--- config.mk ---
export PLATFORM = sky130hd
export DESIGN_NAME = ps2_host_tx
export DESIGN_NICKNAME = d
export VERILOG_FILES = /design/src/rtl/z88_ps2_pkg.sv /design/src/rtl/ps2_line_filt.sv /design/src/rtl/ps2_host_tx.sv
export SDC_FILE = /design/constraint.sdc
export NUM_CORES = 1
export LEC_CHECK = 0
export CAP_MARGIN = 0
export CORE_MARGIN = 2
export CORE_UTILIZATION = 59
export DETAILED_ROUTE_END_ITERATION = 7
export MAX_ROUTING_LAYER = met4
export PLACE_DENSITY = 0.8
export SLEW_MARGIN = 5
export SYNTH_ARGS = -nofsm -noshare
export SYNTH_HDL_FRONTEND = slang
export SYNTH_SLANG_ARGS = --single-unit
--- constraint.sdc ---
create_clock -name clk -period 2.5 [get_ports clk]
set_input_delay 0.375 -clock clk [delete_from_list [all_inputs] [get_ports clk]]
set_output_delay 0.375 -clock clk [all_outputs]
set_load 0.01 [all_outputs]
--- src/rtl/z88_ps2_pkg.sv ---
// Shared PS/2 definitions for the Z88 keyboard interface (host transmitter and
// keyboard receiver): transmitter state encoding, error codes, the odd parity
// helper and the common host command bytes.
package z88_ps2_pkg;

  typedef enum logic [2:0] {
    ST_IDLE      = 3'd0,
    ST_INHIBIT   = 3'd1,
    ST_START     = 3'd2,
    ST_DATA      = 3'd3,
    ST_PARITY    = 3'd4,
    ST_STOP      = 3'd5,
    ST_ACK       = 3'd6,
    ST_WAIT_IDLE = 3'd7
  } tx_state_t;

  localparam logic [1:0] ERR_NONE    = 2'b00;
  localparam logic [1:0] ERR_TIMEOUT = 2'b01;
  localparam logic [1:0] ERR_NOACK   = 2'b10;

  localparam logic [7:0] CMD_SET_LEDS = 8'hED;
  localparam logic [7:0] CMD_ENABLE   = 8'hF4;
  localparam logic [7:0] CMD_RESET    = 8'hFF;

  // Parity bit that makes the total count of ones in byte+parity odd.
  function automatic logic odd_parity(input logic [7:0] b);
    return ~(^b);
  endfunction

endpackage

--- src/rtl/ps2_line_filt.sv ---
// One PS/2 line conditioner: 2-FF synchroniser, glitch filter that only accepts
// a new level after FILTER_LEN consecutive equal synchronised samples, and a
// one-cycle pulse on every accepted 1->0 transition.
// Ports:
//   clk, reset : master clock, asynchronous active-high reset
//   line       : raw pin level
//   level      : filtered level (idles high)
//   fall       : one-cycle pulse when level goes 1->0
module ps2_line_filt #(
  parameter int FILTER_LEN = 4
) (
  input  logic clk,
  input  logic reset,
  input  logic line,
  output logic level,
  output logic fall
);

  logic [1:0]            sync;
  logic [FILTER_LEN-1:0] hist;
  logic [FILTER_LEN-1:0] hist_next;

  assign hist_next = {hist[FILTER_LEN-2:0], sync[1]};

  // Synchronise, shift sample history, update filtered level and fall pulse.
  always_ff @(posedge clk or posedge reset) begin
    if (reset) begin
      sync  <= 2'b11;
      hist  <= {FILTER_LEN{1'b1}};
      level <= 1'b1;
      fall  <= 1'b0;
    end else begin
      sync <= {sync[0], line};
      hist <= hist_next;
      if (&hist_next) begin
        level <= 1'b1;
        fall  <= 1'b0;
      end else if (~|hist_next) begin
        level <= 1'b0;
        fall  <= level;
      end else begin
        fall  <= 1'b0;
      end
    end
  end

endmodule

--- src/rtl/ps2_host_tx.sv ---
// PS/2 host-to-device transmitter. Inhibits the bus, issues a start bit, then
// clocks out 8 data bits (LSB first), odd parity and stop on the device-generated
// clock, checks the device ack and waits for the bus to return idle.
// Ports:
//   clk, reset          : master clock, asynchronous active-high reset
//   tx_data/valid/ready : command byte handshake (ready only in IDLE)
//   ps2clk_i, ps2dat_i  : raw pin levels
//   ps2clk_oe, ps2dat_oe: 1 = pull the line low (open drain)
//   busy                : transfer in progress, receiver must discard frames
//   done, err           : one-cycle completion / failure pulses
//   err_code            : 01 timeout, 10 no ack; held until the next err
module ps2_host_tx
  import z88_ps2_pkg::*;
#(
  parameter int INHIBIT_CYC = 1024,
  parameter int TIMEOUT_CYC = 196608,
  parameter int FILTER_LEN  = 4
) (
  input  logic       clk,
  input  logic       reset,
  input  logic [7:0] tx_data,
  input  logic       tx_valid,
  output logic       tx_ready,
  input  logic       ps2clk_i,
  input  logic       ps2dat_i,
  output logic       ps2clk_oe,
  output logic       ps2dat_oe,
  output logic       busy,
  output logic       done,
  output logic       err,
  output logic [1:0] err_code
);

  localparam int INH_W = $clog2(INHIBIT_CYC);
  localparam int TO_W  = $clog2(TIMEOUT_CYC);
  localparam logic [INH_W-1:0] INH_PRE  = INH_W'(INHIBIT_CYC - 2);
  localparam logic [INH_W-1:0] INH_LAST = INH_W'(INHIBIT_CYC - 1);
  localparam logic [TO_W-1:0]  TO_LAST  = TO_W'(TIMEOUT_CYC - 1);

  tx_state_t        state;
  logic [8:0]       shreg;
  logic [3:0]       bit_idx;
  logic [INH_W-1:0] inh_cnt;
  logic [TO_W-1:0]  to_cnt;
  logic             ack;
  logic             armed;
  logic             clk_lvl;
  logic             clk_fall;
  logic             dat_lvl;
  logic             dat_fall_unused;

  ps2_line_filt #(.FILTER_LEN(FILTER_LEN)) u_clk_filt (
    .clk   (clk),
    .reset (reset),
    .line  (ps2clk_i),
    .level (clk_lvl),
    .fall  (clk_fall)
  );

  ps2_line_filt #(.FILTER_LEN(FILTER_LEN)) u_dat_filt (
    .clk   (clk),
    .reset (reset),
    .line  (ps2dat_i),
    .level (dat_lvl),
    .fall  (dat_fall_unused)
  );

  // Device clock edges only matter once our own inhibit pulse is over.
  assign armed = (state != ST_IDLE) && (state != ST_INHIBIT);

  // Watchdog: cycles since the last device clock fall (or since START).
  always_ff @(posedge clk or posedge reset) begin
    if (reset) begin
      to_cnt <= {TO_W{1'b0}};
    end else if (!armed || clk_fall) begin
      to_cnt <= {TO_W{1'b0}};
    end else begin
      to_cnt <= to_cnt + TO_W'(1);
    end
  end

  // Transfer FSM with registered bus and handshake outputs.
  always_ff @(posedge clk or posedge reset) begin
    if (reset) begin
      state     <= ST_IDLE;
      shreg     <= 9'd0;
      bit_idx   <= 4'd0;
      inh_cnt   <= {INH_W{1'b0}};
      ack       <= 1'b0;
      ps2clk_oe <= 1'b0;
      ps2dat_oe <= 1'b0;
      busy      <= 1'b0;
      tx_ready  <= 1'b1;
      done      <= 1'b0;
      err       <= 1'b0;
      err_code  <= ERR_NONE;
    end else begin
      done <= 1'b0;
      err  <= 1'b0;
      if (clk_fall && armed && (bit_idx != 4'd11)) begin
        bit_idx <= bit_idx + 4'd1;
      end
      case (state)
        ST_IDLE: begin
          ps2clk_oe <= 1'b0;
          ps2dat_oe <= 1'b0;
          if (tx_valid) begin
            state     <= ST_INHIBIT;
            shreg     <= {odd_parity(tx_data), tx_data};
            bit_idx   <= 4'd0;
            inh_cnt   <= {INH_W{1'b0}};
            ps2clk_oe <= 1'b1;
            busy      <= 1'b1;
            tx_ready  <= 1'b0;
          end
        end
        ST_INHIBIT: begin
          inh_cnt <= inh_cnt + INH_W'(1);
          // Start bit overlaps the final inhibit cycle so data is already low
          // when the clock is released.
          if (inh_cnt == INH_PRE) begin
            ps2dat_oe <= 1'b1;
          end
          if (inh_cnt == INH_LAST) begin
            ps2clk_oe <= 1'b0;
            state     <= ST_START;
          end
        end
        ST_START, ST_DATA, ST_PARITY, ST_STOP, ST_ACK: begin
          if (clk_fall) begin
            case (state)
              ST_START: begin
                ps2dat_oe <= ~shreg[0];
                shreg     <= {1'b0, shreg[8:1]};
                state     <= ST_DATA;
              end
              ST_DATA: begin
                ps2dat_oe <= ~shreg[0];
                shreg     <= {1'b0, shreg[8:1]};
                if (bit_idx == 4'd7) begin
                  state <= ST_PARITY;
                end
              end
              ST_PARITY: begin
                ps2dat_oe <= ~shreg[0];
                shreg     <= {1'b0, shreg[8:1]};
                state     <= ST_STOP;
              end
              ST_STOP: begin
                ps2dat_oe <= 1'b0;
                state     <= ST_ACK;
              end
              default: begin
                ack   <= ~dat_lvl;
                state <= ST_WAIT_IDLE;
              end
            endcase
          end else if (to_cnt == TO_LAST) begin
            state     <= ST_IDLE;
            ps2clk_oe <= 1'b0;
            ps2dat_oe <= 1'b0;
            busy      <= 1'b0;
            tx_ready  <= 1'b1;
            err       <= 1'b1;
            err_code  <= ERR_TIMEOUT;
          end
        end
        ST_WAIT_IDLE: begin
          if (clk_lvl && dat_lvl) begin
            state    <= ST_IDLE;
            busy     <= 1'b0;
            tx_ready <= 1'b1;
            if (ack) begin
              done <= 1'b1;
            end else begin
              err      <= 1'b1;
              err_code <= ERR_NOACK;
            end
          end else if (to_cnt == TO_LAST) begin
            state     <= ST_IDLE;
            ps2clk_oe <= 1'b0;
            ps2dat_oe <= 1'b0;
            busy      <= 1'b0;
            tx_ready  <= 1'b1;
            err       <= 1'b1;
            err_code  <= ERR_TIMEOUT;
          end
        end
        default: begin
          state     <= ST_IDLE;
          ps2clk_oe <= 1'b0;
          ps2dat_oe <= 1'b0;
          busy      <= 1'b0;
          tx_ready  <= 1'b1;
        end
      endcase
    end
  end

endmodule

[Yosys cells after proc, flatten, opt, wreduce, memory -nomap -nowiden]
Index checks and enable logic that the tools add are counted.
Word-level totals
  bits in registers: 66
  input bits: 13
  output and inout port bits: 8
  word-level logic and storage cells: 139
Operators by class
  add/sub/neg operators: 3
  eq/ne operators: 25
  muxes and demuxes: 59
  bitwise operators: 4
  reduce and logical (&&, ||, !) cells: 28
Operators with widths (count)
  two-way mux 1 bit: 30
  two-way mux 9 bit: 3
  one-hot mux 3 bit (4 select lines): 2
  equality test 10 bit, second input constant: 2
  one-hot mux 10 bit (2 select lines): 1
  adder 18 x 1 -> 18 bit, second input constant: 1
  equality test 18 bit, second input constant: 1
  two-way mux 18 bit: 1
  two-way mux 3 bit: 6
  one-hot mux 9 bit (2 select lines): 1
  AND reduction 3 bit: 6
  equality test 3 bit, second input constant: 4
  two-way mux 4 bit: 3
  != test 2 bit, second input constant: 6
  != test 4 bit, second input constant: 3
  AND reduction 4 bit: 3
  OR reduction 4 bit: 3
  adder 10 x 1 -> 10 bit, second input constant: 1
  two-way mux 10 bit: 1
  two-way mux 2 bit: 4
  one-hot mux 1 bit (4 select lines): 2
  parity 8 bit: 1
  equality test 3 x 2 -> 1 bit, second input constant: 2
  != test 2 x 1 -> 1 bit, second input constant: 3
  other kinds (18): 29

[Longest topological paths before layout]
  depth after elaboration: 7
  gate-level depth with buffers: 7
  mapped depth without buffers: 6

[By module]
Synthesis repeated with hierarchy kept, for this count alone.
Second synthesis, totals
  cells, all modules: 319
  area, all modules: 3261.9 um^2
By module, submodules not included
  ps2_host_tx: times used 1, cells an instance 293, area an instance 2811.4 um^2, seq. area each 1327.5 um^2
  ps2_line_filt: times used 2, cells an instance 13, area an instance 225.2 um^2, seq. area each 182.7 um^2

[Worst setup path after synthesis]
No wires, ideal clock.
  path kind: reg-to-reg
  start: reg to_cnt[0]
  end: reg err_code[1]
  library setup time: 118 ps
  data arrival time: 1767 ps
  required time: 2382 ps
  path slack: 615 ps
  stages on the path, launching flop included: 7
  buffers on the path: 1
  period minus slack after synthesis: 1885 ps
  cell sequence: dfrtp_1 > ha_1 > nand4_2 > or3_1 > buf_6 > or3b_1 > a21o_1
On the way
  cells in the longest elaborated chain, start to end: 4
  elaborated cells between the ends (all ways): 5
  those cells by class: eq/ne: 1; mux: 4
Ends and longest elaborated chain
  start: declaration: line ps2_host_tx.sv:44  | logic [TO_W-1:0] to_cnt;
  start signal: assignment: line ps2_host_tx.sv:74  | to_cnt <= {TO_W{1'b0}};
  start signal: assignment: line ps2_host_tx.sv:76  | to_cnt <= {TO_W{1'b0}};
  start signal: assignment: line ps2_host_tx.sv:78  | to_cnt <= to_cnt + TO_W'(1);
  equality test 18 bit (*): line ps2_host_tx.sv:158, ps2_host_tx.sv:179
  two-way mux 2 bit (*)
  two-way mux 2 bit, on equally long branches
  one-hot mux 2 bit (2 select lines) (*)
  end signal: assignment: line ps2_host_tx.sv:165  | err_code <= ERR_TIMEOUT;
  end signal: assignment: line ps2_host_tx.sv:177  | err_code <= ERR_NOACK;
  end signal: assignment: line ps2_host_tx.sv:186  | err_code <= ERR_TIMEOUT;
  end: declaration: line ps2_host_tx.sv:31  | output logic [1:0] err_code
Mark *: on every way between the ends. The rest lies on a longest branch, timed or not. The select of a mux whose other input is x is not followed.
A chain may end at the register's enable or synchronous reset.

[Worst setup path in the final report]
  start: reg state[0]
  end: reg shreg[7]
On the way
  cells in the longest elaborated chain, start to end: 4
  elaborated cells between the ends (all ways): 14
  those cells by class: eq/ne: 8; mux: 1; reduce/logical: 5
Ends and longest elaborated chain
  start: declaration: line ps2_host_tx.sv:40  | tx_state_t state;
  start signal: assignment: line ps2_host_tx.sv:85  | state <= ST_IDLE;
  start signal: assignment: line ps2_host_tx.sv:108  | state <= ST_INHIBIT;
  start signal: assignment: line ps2_host_tx.sv:126  | state <= ST_START;
  equality test 3 x 2 -> 1 bit, or another cell as far along: line ps2_host_tx.sv:103, ps2_host_tx.sv:131
  OR reduction 5 bit or OR reduction 3 bit (tied branches)
  != test 2 x 1 -> 1 bit (no source line), or another cell as far along
  AND reduction 4 bit (no source line)
  end signal: assignment: line ps2_host_tx.sv:109  | shreg <= {odd_parity(tx_data), tx_data};
  end signal: assignment: line ps2_host_tx.sv:134  | shreg <= {1'b0, shreg[8:1]};
  end signal: assignment: line ps2_host_tx.sv:139  | shreg <= {1'b0, shreg[8:1]};
  end: declaration: line ps2_host_tx.sv:41  | logic [8:0] shreg;
Several ways; a longest one is shown, not always the timed one.

==> summary.txt <==
Cell depth of the worst flop-to-flop path: 4
Area added between synthesis and finish: 13.2%
Share of layout cells above drive strength 1: 17.2%
Crit share post-route: 83.0%
CTS tree: built
Data required time of the critical path: 2720 ps
Yosys top cell area share: 40.8%
Crit end category: flop
Biggest cell delay along the critical path: 560 ps
Placeable core region: 0.00541 mm^2
Average footprint of a synthesized cell: 10.2 um^2
Ant diodes: 0
Vertical extent of the die: 78.2 um
Power per Cell Area: 622 mW/mm^2
Run status: finished, final reports clean
Number of enable flip-flop cells after synthesis: 0
Setup slack of the critical path after layout: 424 ps
IR Drop Worst-Case VDD: 0.000406 V
Number of detailed-route iterations in the first pass: 4
GP Congestion: 0.860
Clock buffers created by TritonCTS: 9
Most common library cell in the layout ignoring fill and taps: sky130_fd_sc_hd__dfrtp_1
Row Count: 27
Dpl ws: 469 ps
Number of global-route vias before repair: 2,365
Buffers inserted by post-CTS timing repair: 0
Number of H-tree branching levels: 3
Overflow after GRT: 0
Cell at the root of the clock tree: sky130_fd_sc_hd__clkbuf_8
Clk pin slew, worst setup/hold paths: 70 ps
Hold bufs inserted after CTS: 0
Flop2flop setup slack: 420 ps
Highest-count cells in the layout ignoring fill and taps: sky130_fd_sc_hd__dfrtp_1 (53), sky130_fd_sc_hd__nor2_1 (25), sky130_fd_sc_hd__o21ai_0 (25), sky130_fd_sc_hd__clkdlybuf4s50_1 (20), sky130_fd_sc_hd__nand2_1 (18)
Setup TNS: 0 ps
Yosys warnings: 0
Startpoint of the lowest-slack register-to-register path: state[0]
Final max-slew violation count: 0
Clock latency reported for the late side of the worst-skew pair: 340 ps
Number of vias per cell: 5.87
Design Power: 2.29 mW
Total Die Area: 0.00611 mm^2
DR DRC count: 0
Most instantiated flip-flop cell in the synthesis netlist: sky130_fd_sc_hd__dfrtp_1
Overall die width: 78.2 um
Worst slew margin: 62.3%
Post-cts resize count: 0
Leakage power summed over all cells: 1.50 nW
IO Port Bufs: 20
Clock Sink Count: 66
Seq cells post-synth: 66
Clock period minus final worst setup slack: 2080 ps
Detailed Place HPWL: 4.23 mm
Wire length of the first global-routing pass: 11.0 mm
Post-DR wirelength/cell: 14.9 um
Slowest cell on the critical path: sky130_fd_sc_hd__dfrtp_1
Final Skew: 6.76 ps
Standard cell area after detailed placement: 0.00351 mm^2
Maximum fanout encountered on the critical timing path: 17
Post-layout instance area: 0.00368 mm^2
Maxcap violations: 0
Cells along the critical path: nand2b_1 -> o21a_1 -> a31oi_2 -> mux2_2
Wirelength, routed: 6.18 mm
Antenna-violating nets left: 0
CP startpoint: state[0]
I/O pins: 21
Slew at the pin closest to its max-slew limit: 564 ps
Main area contributors after synthesis: sky130_fd_sc_hd__dfrtp_1 (41%), sky130_fd_sc_hd__dfstp_2 (11%), sky130_fd_sc_hd__mux2_2 (5.2%), sky130_fd_sc_hd__xnor2_1 (4.3%), sky130_fd_sc_hd__o21ai_0 (3.9%)
Number of buffers on the longest clock path: 2
Type of the worst setup path: flop to flop
Post-synthesis async set-or-reset flop share: 100%
Number of endpoints with negative hold slack in the final report: 0
DR iter-0 viols: 212
Setup repair after global routing missed its margin: false
Global-route total usage across every layer: 23.7%
Data arrival time of the critical path: 2290 ps
Capture endpoint of the worst hold path: u_dat_filt.sync[1]
Achievable frequency: 482 MHz
Worst Setup Start Kind: flop
HP Start: u_dat_filt.sync[0]
Number of instances on the worst hold path: 0
Library cell occupying the most area in the post-synthesis netlist: sky130_fd_sc_hd__dfrtp_1
Largest net degree at the start of global routing: 67
# nets final: 355
Post-synthesis cell type count: 48
Number of cells produced by synthesis: 318
Post-synthesis sequential area ratio: 51.4%
Initial antenna violation count: 0
Starting density of the core: 60.1%
Hold Path Class: flop to flop
# setup viols final: 0
Worst reg2reg endpoint: shreg[7]
Post-synthesis instance area: 0.00325 mm^2
Vias after detailed routing: 2,434
Post-Syn Nets: 335
==> kinds of logic (layout without fill, tap and decap cells) <==
kind of cell | Yosys count | after routing | share of synthesized area (%)
adders and majority gates | 4 | 4 | 1.54
muxes | 18 | 18 | 6.13
and+or+nand+nor | 106 | 106 | 17.2
DFF | 66 | 66 | 51.4
buffers and inverters | 27 | 52 | 3.54
AOI/OAI and AO/OA | 77 | 77 | 14.8
xor gates and xnor gates | 20 | 20 | 5.39
==> state kept, by name, summed over array words and instances, names as in the netlist, 2 cells and up <==
name,count
u_clk_filt.sync,2
shreg,9
u_dat_filt.sync,2
u_dat_filt.hist,3
bit_idx,4
state,3
to_cnt,18
inh_cnt,10
u_clk_filt.hist,3
err_code,2
==> area by class of cell <==
| class | count | area, um^2 |
|---|---|---|
| Timing Repair Buffer | 25 | 250 |
| Fill cell | 424 | 1730 |
| Multi-Input combinational cell | 225 | 1460 |
| Clock inverter | 6 | 35.0 |
| Tap cell | 72 | 90.1 |
| Inverter | 11 | 41.3 |
| Sequential cell | 66 | 1670 |
| Clock buffer | 10 | 128 |
==> critical path: cells and delay by family, from the launching register on <==
family	cells	cell delay, ps
and+or+nand+nor	1	310
DFF	1	560
AOI/OAI and AO/OA	2	680
muxes	1	410
==> power by group <==
part	switching [mW]	internal [mW]	total [mW]	leakage, nW
Sequential	0.115	1.18	1.30	0.827
Combinational	0.119	0.127	0.247	0.588
Clock	0.392	0.352	0.744	0.0818
Total	0.626	1.66	2.29	1.50
==> synth_stat cells, types with 3 or more instances <==
cell,instances
sky130_fd_sc_hd__and3_1,5
sky130_fd_sc_hd__a31o_2,3
sky130_fd_sc_hd__clkbuf_1,9
sky130_fd_sc_hd__dfstp_2,13
sky130_fd_sc_hd__mux2i_1,3
sky130_fd_sc_hd__nand2_1,18
sky130_fd_sc_hd__inv_1,11
sky130_fd_sc_hd__buf_2,3
sky130_fd_sc_hd__ha_1,4
sky130_fd_sc_hd__or3_1,8
sky130_fd_sc_hd__nor2b_1,4
sky130_fd_sc_hd__nor4_1,5
sky130_fd_sc_hd__o211ai_1,3
sky130_fd_sc_hd__mux2_2,15
sky130_fd_sc_hd__a31oi_1,9
sky130_fd_sc_hd__nor2_1,25
sky130_fd_sc_hd__or2_2,3
sky130_fd_sc_hd__nor3_1,3
sky130_fd_sc_hd__o31ai_1,4
sky130_fd_sc_hd__nand4_1,5
sky130_fd_sc_hd__dfrtp_1,53
sky130_fd_sc_hd__xnor2_1,16
sky130_fd_sc_hd__and2_1,4
sky130_fd_sc_hd__xor2_1,4
sky130_fd_sc_hd__a21oi_1,16
sky130_fd_sc_hd__a211oi_1,3
sky130_fd_sc_hd__nand3_1,16
sky130_fd_sc_hd__o21ai_0,25
==> how the worst max path moves through the flow <==
stage,end,cells past startpoint
final,shreg[7],4
after global routing,shreg[4],4
after CTS,err_code[1],5
after detailed placement,err_code[1],5
after global placement,shreg[5],4
after floorplan,ack,1
==> metrics by stage <==
step	utilization [%]	instances	hold WS (ps)
floorplan	-	318	345
global placement	65.0	399	347
detailed placement	65.0	399	348
CTS	68.0	415	359
global route	68.0	415	361
finish	68.0	415	357
==> per-layer routing <==
layer	global-route usage, %	part of all wire [%]	up-vias
met2	32.8	45	66
met3	4.60	4.8	10
met5	-	0	-
met4	11.9	1.5	0
met1	33.4	48	1176
li1	-	-	1182
No activity file was read; power rests on OpenSTA's default activity.
